$ cat config.mk
export PLATFORM = sky130hd
export DESIGN_NAME = alu_rr_sched
export DESIGN_NICKNAME = d
export VERILOG_FILES = /design/src/rtl/alu_rr_sched.sv
export SDC_FILE = /design/constraint.sdc
export NUM_CORES = 1
export LEC_CHECK = 0
export BUFFER_PORTS_ARGS = -buffer_cell sky130_fd_sc_hd__buf_2
export CORE_MARGIN = 1
export CORE_UTILIZATION = 38
export CTS_CLUSTER_DIAMETER = 60
export DETAILED_ROUTE_END_ITERATION = 12
export GPL_TIMING_DRIVEN = 0
export PLACE_DENSITY = 0.67
export SYNTH_ARGS = -nofsm -noshare
export SYNTH_HDL_FRONTEND = slang
export SYNTH_SLANG_ARGS = --single-unit
export TNS_END_PERCENT = 100
$ cat constraint.sdc
create_clock -name clk -period 5.8 [get_ports clk]
set_clock_uncertainty 0.2 [all_clocks]
set_input_delay 1.16 -clock clk [delete_from_list [all_inputs] [get_ports clk]]
set_output_delay 1.16 -clock clk [all_outputs]
set_load 0.01 [all_outputs]
$ cat src/rtl/alu_rr_sched.sv
// alu_rr_sched: two-requester scheduler sharing one registered 4-bit ALU.
// Requests are arbitrated in IDLE (round-robin, or fixed priority to requester 0),
// the operands are held while the ALU pipeline computes, and the tagged 8-bit
// result is offered on a valid/ready response channel.
// Optional feature macro: ALU_RR_SCHED_STATS_EN adds saturating grant/stall counters.

// Registered 4-bit ALU: input registers, then an output register (two-cycle latency).
module alu_seq (
   input  logic       clk,
   input  logic       rst,
   input  logic [3:0] a,
   input  logic [3:0] b,
   input  logic [1:0] op,
   output logic [7:0] y
);
   logic [3:0] a_r;
   logic [3:0] b_r;
   logic [1:0] op_r;
   logic [7:0] res_s;

   // Capture operands every cycle; the scheduler keeps them stable.
   always_ff @(posedge clk or posedge rst) begin
      if (rst) begin
         a_r  <= 4'd0;
         b_r  <= 4'd0;
         op_r <= 2'd0;
      end else begin
         a_r  <= a;
         b_r  <= b;
         op_r <= op;
      end
   end

   // Combinational arithmetic on the captured operands.
   always_comb begin
      res_s = 8'd0;
      case (op_r)
         2'd0:    res_s = {4'd0, a_r} + {4'd0, b_r};
         2'd1:    res_s = {4'd0, a_r} * {4'd0, b_r};
         2'd2:    res_s = {4'd0, a_r} - {4'd0, b_r};
         2'd3:    res_s = {4'd0, a_r & b_r};
         default: res_s = 8'd0;
      endcase
   end

   // Register the result.
   always_ff @(posedge clk or posedge rst) begin
      if (rst) begin
         y <= 8'd0;
      end else begin
         y <= res_s;
      end
   end
endmodule

module alu_rr_sched #(
   parameter int FIXED_PRIO = 0
) (
   input  logic       clk,
   input  logic       rst_n,
   input  logic [1:0] req_valid,
   output logic [1:0] req_ready,
   input  logic [3:0] req_a0,
   input  logic [3:0] req_b0,
   input  logic [1:0] req_op0,
   input  logic [3:0] req_a1,
   input  logic [3:0] req_b1,
   input  logic [1:0] req_op1,
   output logic       resp_valid,
   input  logic       resp_ready,
   output logic       resp_id,
   output logic [7:0] resp_data,
`ifdef ALU_RR_SCHED_STATS_EN
   output logic [7:0] grant_cnt0,
   output logic [7:0] grant_cnt1,
   output logic [7:0] stall_cnt,
`endif
   output logic       busy
);
   typedef enum logic [1:0] {
      IDLE  = 2'd0,
      ISSUE = 2'd1,
      WAIT  = 2'd2,
      RESP  = 2'd3
   } state_t;

   state_t     state_r;
   state_t     state_nxt_s;
   logic [1:0] grant_s;
   logic       accept_s;
   logic       last_grant_r;
   logic       id_r;
   logic [3:0] a_r;
   logic [3:0] b_r;
   logic [1:0] op_r;
   logic [7:0] alu_y_s;

   // Arbitration: only meaningful in IDLE; last_grant_r resets to 1 so requester 0 wins first.
   always_comb begin
      grant_s = 2'b00;
      if (state_r == IDLE) begin
         case (req_valid)
            2'b01:   grant_s = 2'b01;
            2'b10:   grant_s = 2'b10;
            2'b11: begin
               if (FIXED_PRIO != 0) begin
                  grant_s = 2'b01;
               end else begin
                  grant_s = last_grant_r ? 2'b01 : 2'b10;
               end
            end
            default: grant_s = 2'b00;
         endcase
      end else begin
         grant_s = 2'b00;
      end
   end

   assign req_ready = grant_s;
   assign accept_s  = |(req_valid & grant_s);

   // Next-state logic for the IDLE -> ISSUE -> WAIT -> RESP sequence.
   always_comb begin
      state_nxt_s = state_r;
      case (state_r)
         IDLE: begin
            if (accept_s) begin
               state_nxt_s = ISSUE;
            end else begin
               state_nxt_s = IDLE;
            end
         end
         ISSUE:   state_nxt_s = WAIT;
         WAIT:    state_nxt_s = RESP;
         RESP: begin
            if (resp_ready) begin
               state_nxt_s = IDLE;
            end else begin
               state_nxt_s = RESP;
            end
         end
         default: state_nxt_s = IDLE;
      endcase
   end

   // State register.
   always_ff @(posedge clk or negedge rst_n) begin
      if (!rst_n) begin
         state_r <= IDLE;
      end else begin
         state_r <= state_nxt_s;
      end
   end

   // Latch the granted requester's operation; holding regs feed the ALU until the next accept.
   always_ff @(posedge clk or negedge rst_n) begin
      if (!rst_n) begin
         a_r          <= 4'd0;
         b_r          <= 4'd0;
         op_r         <= 2'd0;
         id_r         <= 1'b0;
         last_grant_r <= 1'b1;
      end else if (accept_s) begin
         a_r          <= grant_s[1] ? req_a1  : req_a0;
         b_r          <= grant_s[1] ? req_b1  : req_b0;
         op_r         <= grant_s[1] ? req_op1 : req_op0;
         id_r         <= grant_s[1];
         last_grant_r <= grant_s[1];
      end else begin
         a_r          <= a_r;
         b_r          <= b_r;
         op_r         <= op_r;
         id_r         <= id_r;
         last_grant_r <= last_grant_r;
      end
   end

   alu_seq u_alu (
      .clk (clk),
      .rst (~rst_n),
      .a   (a_r),
      .b   (b_r),
      .op  (op_r),
      .y   (alu_y_s)
   );

   assign resp_valid = (state_r == RESP);
   assign resp_data  = alu_y_s;
   assign resp_id    = id_r;
   assign busy       = (state_r != IDLE);

`ifdef ALU_RR_SCHED_STATS_EN
   // Increment by one, holding at all-ones.
   function automatic logic [7:0] sat_inc(input logic [7:0] v);
      if (v == 8'hFF) begin
         sat_inc = v;
      end else begin
         sat_inc = v + 8'd1;
      end
   endfunction

   logic [7:0] g0_r;
   logic [7:0] g1_r;
   logic [7:0] stall_r;

   // Saturating per-requester grant counters and response stall counter.
   always_ff @(posedge clk or negedge rst_n) begin
      if (!rst_n) begin
         g0_r    <= 8'd0;
         g1_r    <= 8'd0;
         stall_r <= 8'd0;
      end else begin
         if (accept_s && grant_s[0]) g0_r <= sat_inc(g0_r);
         else                        g0_r <= g0_r;
         if (accept_s && grant_s[1]) g1_r <= sat_inc(g1_r);
         else                        g1_r <= g1_r;
         if ((state_r == RESP) && !resp_ready) stall_r <= sat_inc(stall_r);
         else                                  stall_r <= stall_r;
      end
   end

   assign grant_cnt0 = g0_r;
   assign grant_cnt1 = g1_r;
   assign stall_cnt  = stall_r;
`endif
endmodule

==> flow_summary.ini, run 1 <==
[run_status]
status = complete, no violations

[power]
power-per-cell-area_nw_per_um2 = 721
power.switching_fraction_pct = 43.4
pwr-share-seq_pct = 24.5
power.net_switching_mw = 0.730
power_frac_comb_pct = 62.6
ir_drop_mv = 0.227
share_clk_of_total_power_pct = 12.8
power.leakage_nw = 1.18
p_int_mw = 0.953

[clock_network]
worst_setup_hold_path_clk_slew_ns = 0.08
clk_root_buffer_cell = sky130_fd_sc_hd__clkbuf_8
numCtsBuffers = 5
worstSkewPairLatency_ns = 0.29
buffers_from_clock_root_to_sink_at_most = 2
cts_hold_buffers = 0
tritoncts_num_sinks = 32
post_cts_resized = 0
clock_tree_from_tritoncts = yes
htreeDepth = 2
post-cts-setup-buffer-count = 0

[floorplanning]
num_rows = 25
die_y_um = 73.7
die_x_um = 73.7
start_util_pct = 40.3
die_area_um2 = 5430
boundaryPins = 38
core_area_um2 = 4850

[detailed_routing]
avgViaCountPerCell = 4.74
drt-wirelength-per-cell_um = 11.7
first_pass_iters = 4
number_of_drc_violations_after_detailed_routing_iteration_0 = 37
drt_drc = 0
vias = 1427
antenna_left = 0
route.final.wire_length_um = 3530

[synth]
synth_top_flop_cell = sky130_fd_sc_hd__dfrtp_1
post_synth_inst_count = 189
synth_async_sr_flop_share_pct = 100
synth_cell_types = 39
postSynthRegisterBits = 32
synth.top_cells.by_area = sky130_fd_sc_hd__dfrtp_1 (40%), sky130_fd_sc_hd__ha_1 (13%), sky130_fd_sc_hd__fa_1 (6.1%), sky130_fd_sc_hd__mux2i_1 (5.6%), sky130_fd_sc_hd__nor2_1 (5.0%)
yosys_warnings = 0
synth-edff-count = 0
yosys-top-cells-count = sky130_fd_sc_hd__dfrtp_1 (31), sky130_fd_sc_hd__nor2_1 (26), sky130_fd_sc_hd__ha_1 (20), sky130_fd_sc_hd__inv_1 (16), sky130_fd_sc_hd__a21oi_1 (13)
yosysTopAreaCell = sky130_fd_sc_hd__dfrtp_1
synth.most_common_cell = sky130_fd_sc_hd__dfrtp_1
area_share_of_the_leading_cell_type_in_the_synthesized_netlist_pct = 39.7
synthesis.nets = 240
synth-seq-area-share_pct = 41.0
area_of_the_mapped_netlist_um2 = 1950
postSynthAreaPerCell_um2 = 10.3

[setup_path]
r2r_slack_ns = 2.73
slowest_cp_cell = sky130_fd_sc_hd__buf_6
critical_path.startpoint_type = primary input
ff_to_ff_path_depth = 10
reg2reg_to = u_alu.y[6]
crit_path_cell_trace = buf_2 > inv_2 > o21ai_4 > buf_6 > and2_1 > buf_2
crit_fanout = 10
worstSetupEndpointType = output port
crit_top_cell = sky130_fd_sc_hd__buf_2
critical_path_data_required_time_ns = 4.44
cp.arrival_ns = 1.92
critical_path_class = primary input to output port
crit_start = req_valid[1]
timing.critical_path.slowest_cell_delay_ns = 0.19
critical_path.reg2reg.startpoint = u_alu.a_r[1]

[timing]
maxClockFrequency_mhz = 305
setup_viol = 0
timing_max_transition_violations_final = 0
worstMarginPinSlew_ns = 0.683
slew_headroom_pct = 54.5
report.final.hold_viol_count = 0
setup_repair_after_global_routing_missed_its_margin = no
totalNegativeSetupSlack_ns = 0
period_needed_ns = 3.28
post-route-period-util_pct = 56.6

[hold_path]
worst_hold_path.endpoint = u_alu.a_r[3]
hold_path_class = flip-flop to flip-flop
hold_path_startpoint = a_r[3]
worstHoldPathCells = 0

[layout]
syn_to_final_growth_pct = 19.5
num-fill-cells = 471
final_layout_size_suffix_gt1_share_pct = 23.9
seqCellArea_um2 = 802
insertedDiodeCount = 0
final_nets = 284
multi_input_area_um2 = 1050
core_utilization_of_the_finished_layout_pct = 48.2

[global_routing]
grt_pass1_vias = 1432
grt_start_max_net_pins = 33
grt_first_pass_wirelength_um = 6320
grt_overflow = 0
globalRouteTotalUtil_pct = 15.4
initial_antenna_violation_count = 0

[place]
hpwlAfterDp_um = 2640
globalplace.congestion = 0.795
placement.io_buffers = 37

[run]
max_cap_violations = 0
==> metrics by stage <==
step,total power [mW],cells,worst slack (ns),area (um^2),hold WS [ns]
2_1_floorplan,1.23,189,2.74,1950,0.154
3_3_place_gp,1.45,293,2.51,2220,0.160
3_5_place_dp,1.47,293,2.52,2220,0.161
4_1_cts,1.70,301,2.51,2330,0.177
5_1_grt,1.89,301,2.46,2330,0.184
6_report,1.68,301,2.52,2330,0.174
==> worst max path at each step <==
stage / endpoint / slack (ns) / depth (start not counted)
global route: req_ready[1] / 2.46 / 6
detailed placement: req_ready[1] / 2.52 / 6
floorplan: req_ready[1] / 2.74 / 4
finish: req_ready[1] / 2.52 / 6
global placement: req_ready[1] / 2.51 / 6
CTS: req_ready[1] / 2.51 / 6
==> sequential cells by signal (all words and copies together) (netlist names) <==
name	flops
b_r	4
u_alu.y	8
last_grant_r	1
a_r	4
resp_id	1
u_alu.a_r	4
u_alu.op_r	2
u_alu.b_r	4
op_r	2
state_r	2
==> cells by family after synthesis <==
family	count (synthesis)	synth area share, %
flip-flops	32	41.0
AND/OR/NAND/NOR	55	13.2
adder cells (fa/ha/maj)	26	19.0
multiplexers	12	6.79
XOR/XNOR	3	1.34
buffers and inverters	22	5.12
AO/OA/AOI/OAI	39	13.6
==> power by group through the flow <==
stage	Clock, mW	Combinational, mW	Sequential, mW
after floorplan	0	0.818	0.414
after global placement	0	1.03	0.416
after detailed placement	0	1.05	0.418
after CTS	0.220	1.07	0.414
after global routing	0.230	1.23	0.429
final	0.216	1.05	0.413
==> final cells by class <==
cell class                      instances  area share (%)
Buffer                                  5            1.55
Clock buffer                            5            2.95
Clock inverter                          3            1.82
Inverter                               17            2.73
Multi-Input combinational cell        135            45.1
Sequential cell                        32            34.4
Tap cell                               67            3.59
Timing Repair Buffer                   37            7.93
==> critical path: cells and delay by family <==
family | cells | cell delay [ns]
buffers and inverters | 4 | 0.45
AOI/OAI and AO/OA | 1 | 0.18
and+or+nand+nor | 1 | 0.13
==> routing by layer <==
layer	up-vias	GRT usage, %	part of all wire, %
met1	638	19.7	48
met5	-	0	0
met2	48	25.0	45
met3	7	3.43	4.8
met4	0	6.84	2.0
li1	734	-	-
==> placed cells by master (no fill, tap or decap), types with 2 or more instances in the layout <==
master,count
sky130_fd_sc_hd__a21oi_1,13
sky130_fd_sc_hd__nand2_1,7
sky130_fd_sc_hd__mux2i_1,11
sky130_fd_sc_hd__nand3_1,3
sky130_fd_sc_hd__inv_1,16
sky130_fd_sc_hd__o21ai_0,6
sky130_fd_sc_hd__clkbuf_8,5
sky130_fd_sc_hd__buf_4,2
sky130_fd_sc_hd__nor3_1,2
sky130_fd_sc_hd__buf_2,39
sky130_fd_sc_hd__nand2b_1,2
sky130_fd_sc_hd__nor2b_1,3
sky130_fd_sc_hd__xor2_1,2
sky130_fd_sc_hd__o21a_1,2
sky130_fd_sc_hd__ha_1,20
sky130_fd_sc_hd__a21o_1,3
sky130_fd_sc_hd__and2_1,8
sky130_fd_sc_hd__and3_1,2
sky130_fd_sc_hd__o21bai_1,3
sky130_fd_sc_hd__a211oi_1,2
sky130_fd_sc_hd__nor2_1,26
sky130_fd_sc_hd__dfrtp_1,31
sky130_fd_sc_hd__fa_1,6
Power figures use the tool's default switching activity.
==> run 2: changes to the inputs <==
--- a/config.mk
+++ b/config.mk
@@ -11,7 +11,7 @@
 export CTS_CLUSTER_DIAMETER = 60
 export DETAILED_ROUTE_END_ITERATION = 12
 export GPL_TIMING_DRIVEN = 0
-export PLACE_DENSITY = 0.67
+export PLACE_DENSITY = 0.7
 export SYNTH_ARGS = -nofsm -noshare
 export SYNTH_HDL_FRONTEND = slang
 export SYNTH_SLANG_ARGS = --single-unit
==> constraint.sdc (replaced) <==
create_clock -name clk -period 2.7 [get_ports clk]
set_clock_uncertainty 0.2 [all_clocks]
set_input_delay 0.54 -clock clk [delete_from_list [all_inputs] [get_ports clk]]
set_output_delay 0.54 -clock clk [all_outputs]
set_load 0.01 [all_outputs]
==> run 2 against run 1 <==
Net effect: the flow now finishes with violations (setup timing); die area is the same; worst setup slack lost 2.6 ns; critical path type is now flip-flop to flip-flop; non-clock buffer count grew 6; routed wire length grew 7.6%; sequential cell count is the same; sequential share of layout area shrank 1.3 points; register-to-register slack lost 2.8 ns.
==> flow_summary.ini, run 2 (synthesis gave the netlist of run 1 again) <==
[detailed_routing]
drt_drc = 0
avgViaCountPerCell = 4.84
vias = 1486
first_pass_iters = 5
antenna_left = 0
drt-wirelength-per-cell_um = 12.4
route.final.wire_length_um = 3800
number_of_drc_violations_after_detailed_routing_iteration_0 = 50

[global_routing]
grt_overflow = 0
initial_antenna_violation_count = 0
globalRouteTotalUtil_pct = 15.9
grt_first_pass_wirelength_um = 6440
grt_start_max_net_pins = 33
grt_pass1_vias = 1513

[layout]
multi_input_area_um2 = 1100
largest-register = u_alu.y
final_nets = 290
seqCellArea_um2 = 803
layout.cells.most_common = sky130_fd_sc_hd__buf_2
final_layout_size_suffix_gt1_share_pct = 31.3
commonest_cells_after_routing_fill_and_taps_aside = sky130_fd_sc_hd__buf_2 (39), sky130_fd_sc_hd__dfrtp_1 (30), sky130_fd_sc_hd__nor2_1 (26)
insertedDiodeCount = 0
num-fill-cells = 451
syn_to_final_growth_pct = 24.4
largest_register_ffs = 8

[timing]
worstMarginPinSlew_ns = 0.687
post-route-period-util_pct = 104
setup_repair_after_global_routing_missed_its_margin = yes
setup_viol = 4
totalNegativeSetupSlack_ns = -0.333
maxClockFrequency_mhz = 357
report.final.hold_viol_count = 0
period_needed_ns = 2.80
slew_headroom_pct = 54.2
timing_max_transition_violations_final = 0
timing.final.ws_setup_ns = -0.101

[run_status]
failing_checks = setup timing
status = finished with violations

[place]
dpl_worst_slack_ns = -0.186
hpwlAfterDp_um = 2770
globalplace.congestion = 0.853
placement.io_buffers = 37

[floorplanning]
core_area_um2 = 4850
die_area_um2 = 5430
boundaryPins = 38
start_util_pct = 40.3
die_y_um = 73.7
die_x_um = 73.7
num_rows = 25

[setup_path]
worstSetupEndpointType = flip-flop
crit_path_cell_trace = nand2_1 > fa_1 > inv_2 > fa_2 > inv_2 > fa_2 > nor2b_1 > o21a_1 > nor3_1 > o31ai_1
critical_path_class = flip-flop to flip-flop
crit_start = u_alu.b_r[1]
r2r_slack_ns = -0.10
cp.arrival_ns = 2.79
critical_path.startpoint_type = flip-flop
setup.worst_path.end = u_alu.y[6]
crit_fanout = 4
slowest_cp_cell = sky130_fd_sc_hd__fa_1
critical_path_data_required_time_ns = 2.69
critical_path_depth = 10
timing.critical_path.slowest_cell_delay_ns = 0.53
critical_path.top_delay_family = adder cells
ff_to_ff_path_depth = 10
reg2reg_to = u_alu.y[6]
critPathBufInv = 2
critical_path.reg2reg.startpoint = u_alu.b_r[1]

[clock_network]
clock_tree_from_tritoncts = yes
worstSkewPairLatency_ns = 0.29
worst_setup_hold_path_clk_slew_ns = 0.08
htreeDepth = 2
tritoncts_num_sinks = 32
clk_root_buffer_cell = sky130_fd_sc_hd__clkbuf_8
numCtsBuffers = 5
buffers_from_clock_root_to_sink_at_most = 2

[run]
max_cap_violations = 0

[hold_path]
hold_path_class = primary input to asynchronous set/reset pin
==> run 2: repair_timing <==
| action | in CTS | in global routing |
|---|---|---|
| pin swaps | 3 | 4 |
| buffers inserted | 5 | 1 |
| endpoints found under the setup margin | 5 | 5 |
| gates resized for setup | 4 | 7 |
| hold endpoints to repair | 0 | 0 |
| hold buffers | 0 | 0 |
==> run 2: how the worst min path moves through the flow <==
stage / startpoint / endpoint / slack, ns / cells after the start
3_3_place_gp: b_r[2] / u_alu.b_r[2] / 0.16 / 0
6_report: rst_n / u_alu.y[3] / 0.09 / 1
4_1_cts: rst_n / u_alu.y[4] / 0.12 / 1
3_5_place_dp: b_r[1] / u_alu.b_r[1] / 0.16 / 0
2_1_floorplan: rst_n / a_r[0] / 0.04 / 0
5_1_grt: rst_n / u_alu.y[1] / 0.15 / 1
==> run 2: area by class of cell <==
class	count	area share, %
buffer	5	1.49
clock buffer	5	2.83
clock inverter	3	1.75
inverter	17	2.62
multi-input combinational	135	45.3
sequential	32	33.0
tap	67	3.45
timing repair buffer	43	9.47
==> run 2: routing by layer <==
metal  up-vias  part of all wire (%)  GRT usage [%]  routed length [um]
met5         -                     0              0                   0
met1       684                    44           17.9                1660
li1        739                     -              -                   -
met2        49                    49           28.3                1880
met4         0                   2.4           7.05                  92
met3        14                   4.5           3.84                 170
==> run 2: worst register-to-register path, delay by kind of cell, from the launching register on <==
kind,cells,cell delay (ns)
AOI/OAI and AO/OA,2,0.34
DFF,1,0.40
adders and majority gates,3,1.40
buffers and inverters,2,0.09
and+or+nand+nor,3,0.28
==> run 2: stage by stage <==
| stage | area (um^2) | instances | hold slack, ns | util (%) |
|---|---|---|---|---|
| after floorplan | 1960 | 189 | 0.0444 | - |
| after global routing | 2430 | 307 | 0.147 | 50.1 |
| after detailed placement | 2230 | 293 | 0.163 | 45.9 |
| after global placement | 2230 | 293 | 0.160 | 45.9 |
| final | 2430 | 307 | 0.0873 | 50.1 |
| after CTS | 2400 | 306 | 0.118 | 49.4 |
Power of run 2 is not shown: default switching activity piles up to over one toggle a cycle in this logic, so the estimate is an artifact.
==> run 3: changes to the inputs <==
--- a/config.mk
+++ b/config.mk
@@ -11,7 +11,7 @@
 export CTS_CLUSTER_DIAMETER = 60
 export DETAILED_ROUTE_END_ITERATION = 12
 export GPL_TIMING_DRIVEN = 0
-export PLACE_DENSITY = 0.7
+export PLACE_DENSITY = 0.67
 export SYNTH_ARGS = -nofsm -noshare
 export SYNTH_HDL_FRONTEND = slang
 export SYNTH_SLANG_ARGS = --single-unit
==> run 3 against run 2 <==
Net effect: the flow still finishes with violations (setup timing); utilization is 0.57 points lower; via count fell by 2.8%; non-clock buffer count rose by 1; sequential cell count unchanged; die area unchanged; global-route usage rose by 0.21 points; final cell count grew 0.33%; largest cell class unchanged.
==> flow_summary.ini, run 3 (synthesis gave the netlist of run 1 again) <==
[detailed_routing]
drt-wirelength-per-cell_um = 11.9
antenna_left = 0
route.final.wire_length_um = 3660
vias = 1445
first_pass_iters = 4
drt_drc = 0
avgViaCountPerCell = 4.69
number_of_drc_violations_after_detailed_routing_iteration_0 = 45

[global_routing]
globalRouteTotalUtil_pct = 16.1
grt_most_used_layer = met2
grt_first_pass_wirelength_um = 6610
grt_overflow = 0
grt_start_max_net_pins = 33
globalRouteMet1Util_pct = 20.5
grt_pass1_vias = 1482
initial_antenna_violation_count = 0
grt_use_met3_pct = 3.29
groute.layer.met2.usage_pct = 27.6

[timing]
post-route-period-util_pct = 103
report.final.hold_viol_count = 0
timing_max_transition_violations_final = 0
slew_headroom_pct = 55.1
timing.final.ws_setup_ns = -0.0687
maxClockFrequency_mhz = 361
setup_repair_after_global_routing_missed_its_margin = yes
setup_viol = 4
worstMarginPinSlew_ns = 0.657
period_needed_ns = 2.77

[place]
hpwlAfterDp_um = 2670
dp_cells = 293
placement.io_buffers = 37
globalplace.congestion = 0.797

[setup_path]
reg2reg_to = u_alu.y[6]
r2r_slack_ns = -0.07
critical_path_class = flip-flop to flip-flop
ff_to_ff_path_depth = 10
critical_path.startpoint_type = flip-flop
worstSetupEndpointType = flip-flop
critical_path.reg2reg.startpoint = u_alu.a_r[2]
crit_fanout = 3
critical_path_data_required_time_ns = 2.68
cp.arrival_ns = 2.75

[layout]
syn_to_final_growth_pct = 23.0
layout.cells.most_common = sky130_fd_sc_hd__buf_2
instances_no_fill = 308
final_layout_size_suffix_gt1_share_pct = 30.3
largest_register_ffs = 8
num-fill-cells = 456
largest-register = u_alu.y
commonest_cells_after_routing_fill_and_taps_aside = sky130_fd_sc_hd__buf_2 (39), sky130_fd_sc_hd__dfrtp_1 (30), sky130_fd_sc_hd__nor2_1 (26)
final_nets = 291
insertedDiodeCount = 0

[floorplanning]
die_x_um = 73.7
start_util_pct = 40.3
num_rows = 25
die_area_um2 = 5430
die_y_um = 73.7
core_area_um2 = 4850
boundaryPins = 38

[run_status]
failing_checks = setup timing
status = finished with violations

[run]
max_cap_violations = 0

[clock_network]
worstSkewPairLatency_ns = 0.28
buffers_from_clock_root_to_sink_at_most = 2
tritoncts_num_sinks = 32
numCtsBuffers = 5
htreeDepth = 2
worst_setup_hold_path_clk_slew_ns = 0.07
clk_root_buffer_cell = sky130_fd_sc_hd__clkbuf_8
clock_tree_from_tritoncts = yes

[hold_path]
hold_path_class = primary input to asynchronous set/reset pin
==> run 3: changes by cell type in the layout (fill, tap and decap cells not counted) <==
| cell | before | now |
|---|---|---|
| sky130_fd_sc_hd__clkinv_4 | 0 | 1 |
| sky130_fd_sc_hd__buf_4 | 8 | 9 |
| sky130_fd_sc_hd__ha_2 | 2 | 3 |
| sky130_fd_sc_hd__ha_4 | 2 | 1 |
| sky130_fd_sc_hd__fa_1 | 4 | 5 |
| sky130_fd_sc_hd__inv_1 | 14 | 15 |
| sky130_fd_sc_hd__inv_2 | 3 | 2 |
| sky130_fd_sc_hd__bufinv_16 | 1 | 0 |
| sky130_fd_sc_hd__fa_2 | 2 | 1 |
| sky130_fd_sc_hd__clkbuf_1 | 0 | 1 |
| sky130_fd_sc_hd__clkinv_2 | 1 | 0 |
==> run 3: worst max path at each step <==
stage	cells after the start	to	slack [ns]	from
CTS	10	u_alu.y[6]	-0.05	u_alu.b_r[3]
detailed placement	9	u_alu.y[7]	-0.15	u_alu.a_r[1]
global route	10	u_alu.y[6]	-0.22	u_alu.a_r[2]
global placement	9	u_alu.y[7]	-0.14	u_alu.a_r[1]
finish	10	u_alu.y[6]	-0.07	u_alu.a_r[2]
floorplan	9	u_alu.y[7]	0.02	u_alu.a_r[1]
==> run 3: what timing repair did <==
action / in CTS / in global routing
buffers inserted: 6 / 1
gates resized for setup: 5 / 4
hold buffers: 0 / 0
setup endpoints to repair: 5 / 5
pin swaps: 3 / 1
==> run 3: area by class of cell <==
type	count	area [um^2]	share of cell area, %
plain buffers	5	36.3	1.51
clock buffers	6	72.6	3.02
clock inverters	2	16.3	0.677
inverters	17	63.8	2.65
multi-input cells	135	1090	45.3
flip-flops and latches	32	803	33.4
well taps	67	83.8	3.49
repair buffers	44	238	9.89
==> run 3: worst max-delay path, stage by stage, from the launching register on <==
cell	delay, ns
sky130_fd_sc_hd__dfrtp_1	0.42
sky130_fd_sc_hd__nand2_2	0.07
sky130_fd_sc_hd__fa_1	0.50
sky130_fd_sc_hd__inv_1	0.05
sky130_fd_sc_hd__fa_1	0.52
sky130_fd_sc_hd__inv_2	0.05
sky130_fd_sc_hd__fa_2	0.34
sky130_fd_sc_hd__nor2b_1	0.12
sky130_fd_sc_hd__o21a_1	0.14
sky130_fd_sc_hd__nor3_1	0.05
sky130_fd_sc_hd__o31ai_1	0.21
==> run 3: layer usage <==
layer | wire (um) | up-vias
li1 | - | 741
met1 | 1740 | 657
met4 | 36 | 0
met2 | 1750 | 43
met3 | 143 | 4
met5 | 0 | -
==> run 3: metrics by stage <==
step	cell area (um^2)	worst slack, ns	TNS [ns]	hold slack (ns)	util, %
floorplan	1960	0.0242	0	0.0444	-
global placement	2230	-0.143	-0.391	0.159	45.9
detailed placement	2230	-0.152	-0.479	0.163	45.9
CTS	2380	-0.0534	-0.103	0.125	49.2
global route	2400	-0.224	-0.730	0.162	49.6
finish	2400	-0.0687	-0.137	0.0933	49.6
Power of run 3 is left out for the same reason.
